### src/rtl/attempt_capture_n_if.sv
// rtl/attempt_capture_n_if.sv - player/comparator signal bundle for attempt_capture_n
// master drives the player and comparator inputs; slave is the capture FSM.
interface attempt_capture_n_if #(
  parameter int WIDTH = 3,
  parameter int CNT_W = 3
);
  logic             i_start;
  logic             i_enter;
  logic [WIDTH-1:0] i_switches_attempt;
  logic             i_check_valid;
  logic             i_attempt_state;
  logic [WIDTH-1:0] o_attempt;
  logic [WIDTH-1:0] o_display;
  logic             o_check_req;
  logic [CNT_W-1:0] o_tries;
  logic             o_repeat;
  logic             o_game_won;
  logic             o_game_lost;

  modport master (
    output i_start, i_enter, i_switches_attempt, i_check_valid, i_attempt_state,
    input  o_attempt, o_display, o_check_req, o_tries, o_repeat, o_game_won, o_game_lost
  );

  modport slave (
    input  i_start, i_enter, i_switches_attempt, i_check_valid, i_attempt_state,
    output o_attempt, o_display, o_check_req, o_tries, o_repeat, o_game_won, o_game_lost
  );
endinterface

### src/rtl/attempt_capture_n.sv
// rtl/attempt_capture_n.sv - guess-capture FSM with duplicate rejection and try limit
// Captures a guess on each Enter rising edge, waits for a comparator verdict, tracks win/loss.
module attempt_capture_n #(
  parameter int WIDTH     = 3,
  parameter int MAX_TRIES = 7,
  parameter int CNT_W     = 3
) (
  input  logic             i_clk,
  input  logic             i_reset,
  attempt_capture_n_if.slave bus
);
  typedef enum logic [2:0] {
    S_IDLE,
    S_WAIT_ENTER,
    S_CAPTURE,
    S_CHECK,
    S_WIN,
    S_LOSE
  } state_t;

  localparam logic [CNT_W-1:0] LP_MAX = CNT_W'(MAX_TRIES);

  state_t           r_state, w_state_next;
  logic             r_enter_old;
  logic [WIDTH-1:0] r_attempt, w_attempt_next;
  logic [CNT_W-1:0] r_tries, w_tries_next;
  logic             r_repeat, w_repeat_next;
  logic             r_won, w_won_next;
  logic             r_lost, w_lost_next;
  logic             w_enter_rise;
  logic             w_duplicate;

  // Enter_Old resets high so a button held through reset never looks like a press.
  assign w_enter_rise = bus.i_enter & ~r_enter_old;
  assign w_duplicate  = (r_tries != '0) && (bus.i_switches_attempt == r_attempt);

  always_ff @(posedge i_clk) begin
    if (i_reset) begin
      r_state     <= S_IDLE;
      r_enter_old <= 1'b1;
      r_attempt   <= '0;
      r_tries     <= '0;
      r_repeat    <= 1'b0;
      r_won       <= 1'b0;
      r_lost      <= 1'b0;
    end else begin
      r_state     <= w_state_next;
      r_enter_old <= bus.i_enter;
      r_attempt   <= w_attempt_next;
      r_tries     <= w_tries_next;
      r_repeat    <= w_repeat_next;
      r_won       <= w_won_next;
      r_lost      <= w_lost_next;
    end
  end

  always_comb begin
    w_state_next   = r_state;
    w_attempt_next = r_attempt;
    w_tries_next   = r_tries;
    w_repeat_next  = 1'b0;
    w_won_next     = r_won;
    w_lost_next    = r_lost;
    case (r_state)
      S_IDLE: begin
        if (bus.i_start) begin
          w_state_next = S_WAIT_ENTER;
          w_tries_next = '0;
          w_won_next   = 1'b0;
          w_lost_next  = 1'b0;
        end
      end
      S_WAIT_ENTER: begin
        if (w_enter_rise) begin
          w_state_next = S_CAPTURE;
        end
      end
      S_CAPTURE: begin
        if (w_duplicate) begin
          w_repeat_next = 1'b1;
          w_state_next  = S_WAIT_ENTER;
        end else begin
          w_attempt_next = bus.i_switches_attempt;
          w_tries_next   = r_tries + 1'b1;
          w_state_next   = S_CHECK;
        end
      end
      S_CHECK: begin
        // A correct final try counts as a win, not a loss.
        if (bus.i_check_valid) begin
          if (bus.i_attempt_state) begin
            w_state_next = S_WIN;
            w_won_next   = 1'b1;
          end else if (r_tries == LP_MAX) begin
            w_state_next = S_LOSE;
            w_lost_next  = 1'b1;
          end else begin
            w_state_next = S_WAIT_ENTER;
          end
        end
      end
      S_WIN, S_LOSE: begin
        if (bus.i_start) begin
          w_state_next = S_WAIT_ENTER;
          w_tries_next = '0;
          w_won_next   = 1'b0;
          w_lost_next  = 1'b0;
        end
      end
      default: begin
        w_state_next = S_IDLE;
      end
    endcase
  end

  assign bus.o_attempt   = r_attempt;
  assign bus.o_display   = ~r_attempt;
  assign bus.o_check_req = (r_state == S_CHECK);
  assign bus.o_tries     = r_tries;
  assign bus.o_repeat    = r_repeat;
  assign bus.o_game_won  = r_won;
  assign bus.o_game_lost = r_lost;
endmodule

### src/flat_wrapper.sv
// flat-port wrapper written by rule: the top's interface ports become plain ports
module attempt_capture_n_flat 
#(
  parameter int WIDTH     = 3,
  parameter int MAX_TRIES = 7,
  parameter int CNT_W     = 3
)
  (i_clk, i_reset, bus_i_start, bus_i_enter, bus_i_switches_attempt, bus_i_check_valid, bus_i_attempt_state, bus_o_attempt, bus_o_display, bus_o_check_req, bus_o_tries, bus_o_repeat, bus_o_game_won, bus_o_game_lost);
  attempt_capture_n_if #(.WIDTH(WIDTH), .CNT_W(CNT_W)) bus_i ();
  input  logic i_clk;
  input  logic i_reset;
  input wire logic [$bits(bus_i.i_start)-1:0] bus_i_start;
  input wire logic [$bits(bus_i.i_enter)-1:0] bus_i_enter;
  input wire logic [$bits(bus_i.i_switches_attempt)-1:0] bus_i_switches_attempt;
  input wire logic [$bits(bus_i.i_check_valid)-1:0] bus_i_check_valid;
  input wire logic [$bits(bus_i.i_attempt_state)-1:0] bus_i_attempt_state;
  output wire logic [$bits(bus_i.o_attempt)-1:0] bus_o_attempt;
  output wire logic [$bits(bus_i.o_display)-1:0] bus_o_display;
  output wire logic [$bits(bus_i.o_check_req)-1:0] bus_o_check_req;
  output wire logic [$bits(bus_i.o_tries)-1:0] bus_o_tries;
  output wire logic [$bits(bus_i.o_repeat)-1:0] bus_o_repeat;
  output wire logic [$bits(bus_i.o_game_won)-1:0] bus_o_game_won;
  output wire logic [$bits(bus_i.o_game_lost)-1:0] bus_o_game_lost;
  assign bus_i.i_start = bus_i_start;
  assign bus_i.i_enter = bus_i_enter;
  assign bus_i.i_switches_attempt = bus_i_switches_attempt;
  assign bus_i.i_check_valid = bus_i_check_valid;
  assign bus_i.i_attempt_state = bus_i_attempt_state;
  assign bus_o_attempt = bus_i.o_attempt;
  assign bus_o_display = bus_i.o_display;
  assign bus_o_check_req = bus_i.o_check_req;
  assign bus_o_tries = bus_i.o_tries;
  assign bus_o_repeat = bus_i.o_repeat;
  assign bus_o_game_won = bus_i.o_game_won;
  assign bus_o_game_lost = bus_i.o_game_lost;
  attempt_capture_n #(.WIDTH(WIDTH), .MAX_TRIES(MAX_TRIES), .CNT_W(CNT_W)) u_core (.i_clk(i_clk), .i_reset(i_reset), .bus(bus_i));
endmodule
### config.mk
export PLATFORM = sky130hd
export DESIGN_NAME = attempt_capture_n_flat
export DESIGN_NICKNAME = d
export VERILOG_FILES = /design/src/rtl/attempt_capture_n_if.sv /design/src/rtl/attempt_capture_n.sv /design/src/flat_wrapper.sv
export SDC_FILE = /design/constraint.sdc
export NUM_CORES = 1
export LEC_CHECK = 0
export CELL_PAD_IN_SITES_DETAIL_PLACEMENT = 0
export CELL_PAD_IN_SITES_GLOBAL_PLACEMENT = 2
export CORE_UTILIZATION = 28
export DETAILED_ROUTE_END_ITERATION = 10
export PLACE_DENSITY_LB_ADDON = 0.25
export SLEW_MARGIN = 25
export SYNTH_ARGS = -nofsm -noshare
export SYNTH_HDL_FRONTEND = slang
export SYNTH_SLANG_ARGS = --single-unit
### constraint.sdc
create_clock -name i_clk -period 2.5 [get_ports i_clk]
set_clock_uncertainty 0.05 [all_clocks]
set_input_delay 0.25 -clock i_clk [delete_from_list [all_inputs] [get_ports i_clk]]
set_output_delay 0.25 -clock i_clk [all_outputs]
set_load 0.02 [all_outputs]
After elaboration in Yosys (flattened, before gate mapping)
Cells that the tools add are included.
{"block": "classes", "eq_ne": 14, "n_reduce_logical": 12, "addsub": 1, "bitwise_logic": 5, "n_mux": 19}
{"cell": "3-bit two-way mux", "n": 7}
{"cell": "3-bit one-hot mux with 4 select lines", "n": 1}
{"cell": "3-bit == test, second input constant", "n": 3}
{"cell": "2-bit inequality test, second input constant", "n": 4}
{"cell": "1-bit two-way mux", "n": 7}
{"cell": "3-bit by 2-bit == test with 1-bit output, second input constant", "n": 2}
{"cell": "2-bit by 1-bit inequality test with 1-bit output, second input constant", "n": 3}
{"cell": "3-bit one-hot mux with 2 select lines", "n": 1}
{"cell": "3-bit AND reduction", "n": 2}
{"cell": "5-bit AND reduction", "n": 1}
{"cell": "1-bit one-hot mux with 2 select lines", "n": 2}
{"cell": "4-bit AND reduction", "n": 1}
{"cell": "2-bit nonzero test", "n": 2}
{"cell": "3-bit by 1-bit adder with 3-bit output, second input constant", "n": 1}
{"cell": "3-bit by 1-bit == test with 1-bit output, second input constant", "n": 1}
{"cell": "3-bit == test", "n": 1}
{"cell": "3-bit logical NOT", "n": 1}
{"cell": "1-bit NOT", "n": 3}
{"cell": "3-bit NOT", "n": 1}
{"cell": "3-bit nonzero test", "n": 1}
{"cell": "3-bit OR reduction", "n": 1}
{"cell": "2-bit two-way mux", "n": 1}
{"cell": "2-bit AND reduction", "n": 1}
{"cell": "2-bit OR reduction", "n": 1}
{"cell": "other kinds (2)", "n": 2}
{"block": "totals", "in_bits": 9, "ff_bits": 13, "output_inout_bits": 13, "elab_cells": 58}

Logic depth before layout (Yosys ltp)
Gate-level depths: netlist of run 1.
{"block": "logic_depth", "word_depth": 5, "ltp_mapped": 5, "depth_no_buf": 5}

Worst setup path after synthesis of run 1
No wires, ideal clock.
{"block": "synth_path", "kind": "reg-to-reg", "from": "register u_core.r_tries[0] (netlist: u_core.bus.o_tries[0])", "to": "register u_core.r_tries[0] (netlist: u_core.bus.o_tries[0])", "path_buffers": 0, "period_less_slack_ns": 1.624, "slack_ns": 0.876, "setup_time_ns": 0.072, "arrival_time_ns": 1.502, "t_required_ns": 2.378, "stages_incl_launch_ff": 6, "cell_sequence": "dfxtp_1 inv_1 ha_1 nor2b_1 o41ai_4 mux2i_1"}
{"block": "synth_via", "elab_chain_len": 4, "elab_cells_between_ends": 7, "classes_between": "1 x add/sub; 1 x eq/ne; 2 x mux; 3 x reduce/logical"}
{"element": "from (decl)", "line_no": "attempt_capture_n.sv:26", "text": "logic [CNT_W-1:0] r_tries, w_tries_next;"}
{"element": "from (signal assigned)", "line_no": "attempt_capture_n.sv:50", "text": "r_tries <= w_tries_next;"}
{"element": "branches (longest 4 deep; another with 3-bit by 1-bit adder with 3-bit output)"}
Several ways; the timed one is not identified. The select of a mux whose other input is x is not followed.
A chain may end at the register's enable or synchronous reset.

Worst setup path after layout of run 1
{"block": "layout_path", "from": "register u_core.r_state[1]", "to": "output bus_o_check_req"}
{"block": "layout_via", "elab_chain_len": 1}
{"element": "from (decl)", "line_no": "attempt_capture_n.sv:23", "text": "state_t r_state, w_state_next;"}
{"element": "from (signal assigned)", "line_no": "attempt_capture_n.sv:47", "text": "r_state <= w_state_next;"}
{"element": "3-bit by 2-bit == test with 1-bit output", "line_no": "attempt_capture_n.sv:118", "text": "assign bus.o_check_req = (r_state == S_CHECK);"}
{"element": "to (decl)", "line_no": "flat_wrapper.sv:19", "text": "output wire logic [$bits(bus_i.o_check_req)-1:0] bus_o_check_req;"}
No other way between the ends.

==> results.md, run 1 <==
* Crit path capture type: output port
* Hold Path Class: flop to flop
* Post-CTS Setup Bufs at 0
* Data arrival, critical path at 1670 ps
* Hold Fails Final Rpt at 0
* Worst Hold Depth at 2
* DIE AREA at roughly 0.0027 mm2
* Initial antenna violation count at 0
* Clock root buffer: clkbuf_4
* Net count, final at ~110
* All-Layer GR Usage at between 10% and 20%
* Std cell rows at 17
* Syn_nets at slightly below 90
* Vias/cell at around 4.4
* Status: complete, no violations
* Synth async-reset ratio at 0%
* Synth area leader: dfxtp_1
* DR vias at 568
* # fillers at 242
* Post-detail-place hpwl at between 1 and 1.5 mm
* Number of remaining DRC errors at 0
* Tcrit/Tclk final at ~79%
* Hold buffers post-CTS at 0
* Gr ovfl total at 0
* Worst Tran Pin Value at 546 ps
* WL/cell at 11.4 um
* Drt total wl at between 1 and 1.5 mm
* Utilization after layout at 42.3%
* Core ar. at between 0.002 and 0.0025 mm2
* Slowest cell delay on critical path at 630 ps
* Total CTS buffers at 3
* GPL Wtd Cong at roughly 0.7
* CTS tree: yes
* Vias in the first global route at 562
* Final setup fails at 0
* Initial Util at approximately 31%
* Port-buffer cells at 21
* Maxcap violations at 0
* Req. time, crit path at ~2200 ps
* Share of cells above drive strength 1 at approximately 8.0%
* Leakage dissipation at a little under 0.0004 uW
* I/O pins at 22
* Top_reg_cell synth: dfxtp_1
* First-pass GRT wire length at 2.42 mm
* IR Drop Worst-Case VDD at approximately 0.22 mV
* Synth Instances at 77
* DIE WIDTH at 52.3 um
* Sequential-to-total area share from yosys stat at a little under two fifths
* Cell with the most instances after synthesis: dfxtp_1
* Largest net degree at the start of global routing at 17
* Rel. slew slack at around 63%
* Worst path cell trace: inv_1, nor3b_1, clkdlybuf4s50_1
* Largest cells by area after synthesis: dfxtp_1, mux2i_1, ha_1
* CTS Sinks at 13
* PwrDens at 459 mW/mm2
* Clock buffer depth at 2
* DR pass1 iterations at 2
* Crit start category: flop
* Syn Area/Cell at between 9 and 10 um2
* Seq cells post-synth at 13
* Syn. warnings at 0
* Setup total negative slack at 0 ps
* Fin crit period at about 2000 ps
* CTS H-tree lvls at 1
* Clock transition at path regs at 80 ps
* Critical path's slowest cell: clkdlybuf4s50_1
* Antenna diode count at 0
* Post-synth EDFFs at 0
* Crit path kind: flop to output port
* Synth Cell Area at approximately 710 um2
* Clock Latency Late Sink at roughly 280 ps
* DRT iter0 DRCs at 4
* P&R area growth vs syn at 37.0%
* Fmax at a little over 500 MHz
* Final ANT Viol Nets at 0
* Unrepaired setup endpoints after global routing: no
* Slew Limit Fails at 0
* Die extent in y at ~52 um
* Synth top cells by count: dfxtp_1, inv_1, mux2i_1
* Worst-path fanout max at 7
* Share of the synthesized area in the top cell type at between 30% and 40%
* CTS resizes at 0
* Reg2Reg Depth at 5
* Netlist cell types at 27
==> layer usage <==
layer / up-vias / track usage [%] / wire length, um
met2: 13 / 18.8 / 627
met3: 2 / 6.09 / 79
met1: 245 / 15.0 / 732
met4: 0 / 5.26 / 16
met5: - / 0 / 0
li1: 308 / - / -
==> stage by stage <==
step	total power [uW]	setup slack (ps)	instances	hold slack, ps	instance area, um2
finish	446	530	128	436	972
global route	471	402	128	474	972
CTS	453	511	128	441	972
detailed placement	319	712	124	427	946
global placement	319	758	124	416	946
floorplan	282	876	77	307	709
==> worst paths after layout <==
kind,startpoint,endpoint,slack (ps)
worst max-delay path,u_core.r_state[1],bus_o_check_req,530
worst min-delay path,u_core.bus.o_game_lost,u_core.bus.o_game_lost,440
worst max register to register,u_core.bus.o_tries[0],u_core.bus.o_tries[1],870
worst min register to register,u_core.bus.o_game_lost,u_core.bus.o_game_lost,440
==> cells in the final DEF, fill, tap and decap left out <==
master,netlist,final
or2_2,2,2
a31oi_1,1,1
o21ai_0,5,5
nor3b_4,1,1
a221oi_2,1,1
dfxtp_1,13,13
nand3b_1,1,1
a311o_1,1,1
a21o_1,2,2
nor2b_1,5,5
xor2_1,3,3
nand2_1,3,3
nand2b_1,4,4
ha_1,3,3
and3b_1,1,1
clkbuf_1,1,1
nand3_1,1,1
clkdlybuf4s50_1,0,21
mux2i_1,6,6
a21oi_1,4,4
nor2_1,5,5
nor4_1,1,1
o41ai_4,1,1
nor3b_1,1,1
nor3_1,1,1
clkbuf_4,0,3
inv_1,8,8
and4b_1,1,1
==> logic make-up (layout without fill, tap and decap cells) <==
group	count (synthesis)	after routing	synth area share, %
multiplexers	6	6	8.47
AO/OA/AOI/OAI	15	15	16.8
buffers and inverters	10	33	5.47
flip-flops	13	13	36.7
XOR/XNOR	3	3	3.70
AND/OR/NAND/NOR	27	27	23.6
adder cells (fa/ha/maj)	3	3	5.29
==> flip-flops by register name (all words and copies together), names as in the netlist <==
register	cells
u_core.bus.o_tries	3
u_core.bus.o_game_lost	1
u_core.r_state	3
u_core.bus.o_game_won	1
u_core.bus.o_attempt	3
u_core.bus.o_repeat	1
u_core.r_enter_old	1
==> cell type report <==
class / instances / area (um2) / share of cell area [%]
well taps: 28 / 35.0 / 3.60
flip-flops and latches: 13 / 260 / 26.8
clock buffers: 4 / 26.3 / 2.70
inverters: 8 / 30.0 / 3.09
multi-input cells: 54 / 410 / 42.2
repair buffers: 21 / 210 / 21.6
==> worst max-delay path, delay by kind of cell, from the launching register on <==
| family | cells | cell delay [ps] |
|---|---|---|
| buffers and inverters | 2 | 750 |
| AND/OR/NAND/NOR | 1 | 200 |
| flip-flops | 1 | 440 |
==> where the power goes <==
group / switching, uW / internal [uW]
clock network: 71.3 / 61.9
logic: 44.2 / 44.4
registers: 9.97 / 214
(Power assumes the default switching activity.)
==> run 2: changes to the inputs <==
Settings changed: CORE_UTILIZATION 28 to 26.
Clock period 2.5 ns to 1.9 ns, I/O delays scaled along.
==> run 2 against run 1 <==
Effect of this change: hold slack improved by 3.0 ps; setup slack worse by 250 ps; clock power rose by 32%; non-clock buffer count grew 1; sequential share of layout area is 0.24 points lower; combinational power up 32%; die area grew 7.4%; critical path type is now flop to flop.
==> results.md, run 2 (same netlist as run 1, synthesis figures left out) <==
* DRT iter0 DRCs at 17 (+13)
* CTS H-tree lvls at 1 (unchanged)
* CTS tree: yes
* Number of remaining DRC errors at 0 (unchanged)
* Core ar. at 0.00252 mm2 (+9.8%)
* Final std cells w/o fill at 131 (+2.3%)
* Most common cell after layout, fill and taps aside: clkdlybuf4s50_1
* All-Layer GR Usage at 11.4% (-1.1 points)
* Fmax at 618 MHz
* P&R area growth vs syn at 38.3%
* Worst Setup Slack, final at 281 ps (-249 ps)
* Port-buffer cells at 21 (unchanged)
* CTS resizes at 1 (+1)
* IR Drop Worst-Case VDD at 0.260 mV (+21%)
* Post-CTS Setup Bufs at 0 (unchanged)
* Fin crit period at around 1600 ps
* GPL Wtd Cong at 0.749 (+5.0%)
* DR vias at 607 (+6.9%)
* DP Area at 956 um2 (+1.1%)
* DP Worst Slack at 189 ps (-523 ps)
* # fillers at 278 (+15%)
* Net count, final at 114 (+0.88%)
* Clock transition at path regs at 80 ps (about the same)
* Hold Path Class: flop to flop
* Worst Tran Pin Value at 490 ps (-56.3 ps)
* Vias in the first global route at 544 (-3.2%)
* Hold Fails Final Rpt at 0 (unchanged)
* Crit start category: flop
* Crit path capture type: flop
* Most frequent cells in the layout: clkdlybuf4s50_1, dfxtp_1, inv_1, mux2i_1
* Die extent in y at 54.2 um (+3.6%)
* Initial antenna violation count at 0 (unchanged)
* Req. time, crit path at 2060 ps (-140 ps)
* Clock root buffer: clkbuf_4
* Top Layer Used: met4
* Unrepaired setup endpoints after global routing: no
* Clock Latency Late Sink at 280 ps (about the same)
* DIE AREA at 0.00294 mm2 (+7.4%)
* Status: complete, no violations
* Critical path's slowest cell: o41ai_4
* I/O pins at 22 (unchanged)
* Rel. slew slack at 67.3% (+3.8 points)
* CTS Sinks at 13 (unchanged)
* Worst-path fanout max at 5 (-2)
* WL/cell at 11.3 um (-0.54%)
* Maxcap violations at 0 (unchanged)
* Final ANT Viol Nets at 0 (unchanged)
* Crit path kind: flop to flop
* Data arrival, critical path at 1780 ps (+110 ps)
* Total CTS buffers at 3 (unchanged)
* PwrDens at 599 mW/mm2 (+30%)
* DR WL met2 at 681 um (+8.6%)
* Post-detail-place hpwl at 1.10 mm (+2.0%)
* Std cell rows at 18 (+1)
* Slowest cell delay on critical path at 460 ps (-170 ps)
* DR pass1 iterations at 4 (+2)
* Final setup fails at 0 (unchanged)
* Worst path cell trace: inv_1, ha_1, nor2b_1, o41ai_4, mux2i_1
* DIE WIDTH at 54.2 um (+3.6%)
* Met3 wire len at 77 um (-2.5%)
* Antenna diode count at 0 (unchanged)
* Vias/cell at 4.63 (+4.4%)
* Routed met1 length at 708 um (-3.3%)
* Initial Util at 28.1% (-2.8 points)
* Design Power at 587 uW (+32%)
* First-pass GRT wire length at 2.38 mm (-1.4%)
* Clock buffer depth at 2 (unchanged)
* Drt total wl at 1.48 mm (+1.8%)
* Share of cells above drive strength 1 at 8.91% (+0.91 points)
* Setup total negative slack at 0 ps (unchanged)
* Hold buffers post-CTS at 0 (unchanged)
* Gr ovfl total at 0 (unchanged)
* Slew Limit Fails at 0 (unchanged)
* Tcrit/Tclk final at between 80% and 90%
* Placed cell count at 127 (+2.4%)
* Final Instance Area at 981 um2 (+0.90%)
* Largest net degree at the start of global routing at 14 (-3)
* Leakage dissipation at 0.000395 uW (+2.5%)
run 2: changes by cell type in the layout (fill, tap and decap cells not counted):
cell / previous run / this run
dlygate4sd2_1: 0 / 1
clkdlybuf4s50_1: 21 / 20
buf_4: 0 / 1
run 2: cell type report:
class,count,area (um2),area share [%]
Inverter,8,30.0,3.06
Tap cell,30,37.5,3.83
Timing Repair Buffer,22,216,22.1
Multi-Input combinational cell,54,410,41.8
Sequential cell,13,260,26.5
Clock buffer,4,26.3,2.68
run 2: where the power goes:
group	switching (uW)	internal, uW	leakage, uW
Sequential	12.9	282	0.000106
Clock	93.9	81.4	0.0000150
Combinational	58.0	59.0	0.000274
run 2: per-stage QoR:
step	hold slack (ps)	util [%]
after floorplan	247	-
after global placement	418	37.9
after detailed placement	427	37.9
after CTS	438	38.9
after global routing	471	38.9
final	439	38.9
run 2: final timing paths:
path / start / end / slack (ps) / depth (start not counted)
worst max-delay path: u_core.bus.o_tries[0] / u_core.bus.o_tries[1] / 280 / 5
worst max register to register: u_core.bus.o_tries[0] / u_core.bus.o_tries[1] / 280 / 5
worst min register to register: u_core.bus.o_game_lost / u_core.bus.o_game_lost / 440 / 2
worst min-delay path: u_core.bus.o_game_lost / u_core.bus.o_game_lost / 440 / 2
run 2: worst max-delay path, delay by kind of cell (launching register included):
kind	cells	cell delay, ps
adders and majority gates	1	180
and+or+nand+nor	1	160
AOI/OAI and AO/OA	1	460
muxes	1	240
DFF	1	410
buffers and inverters	1	60
run 2: per-layer routing:
layer	global-route usage (%)	vias to the layer above
met3	4.17	2
li1	-	312
met1	14.7	277
met2	17.5	16
met4	3.85	0
met5	0	-
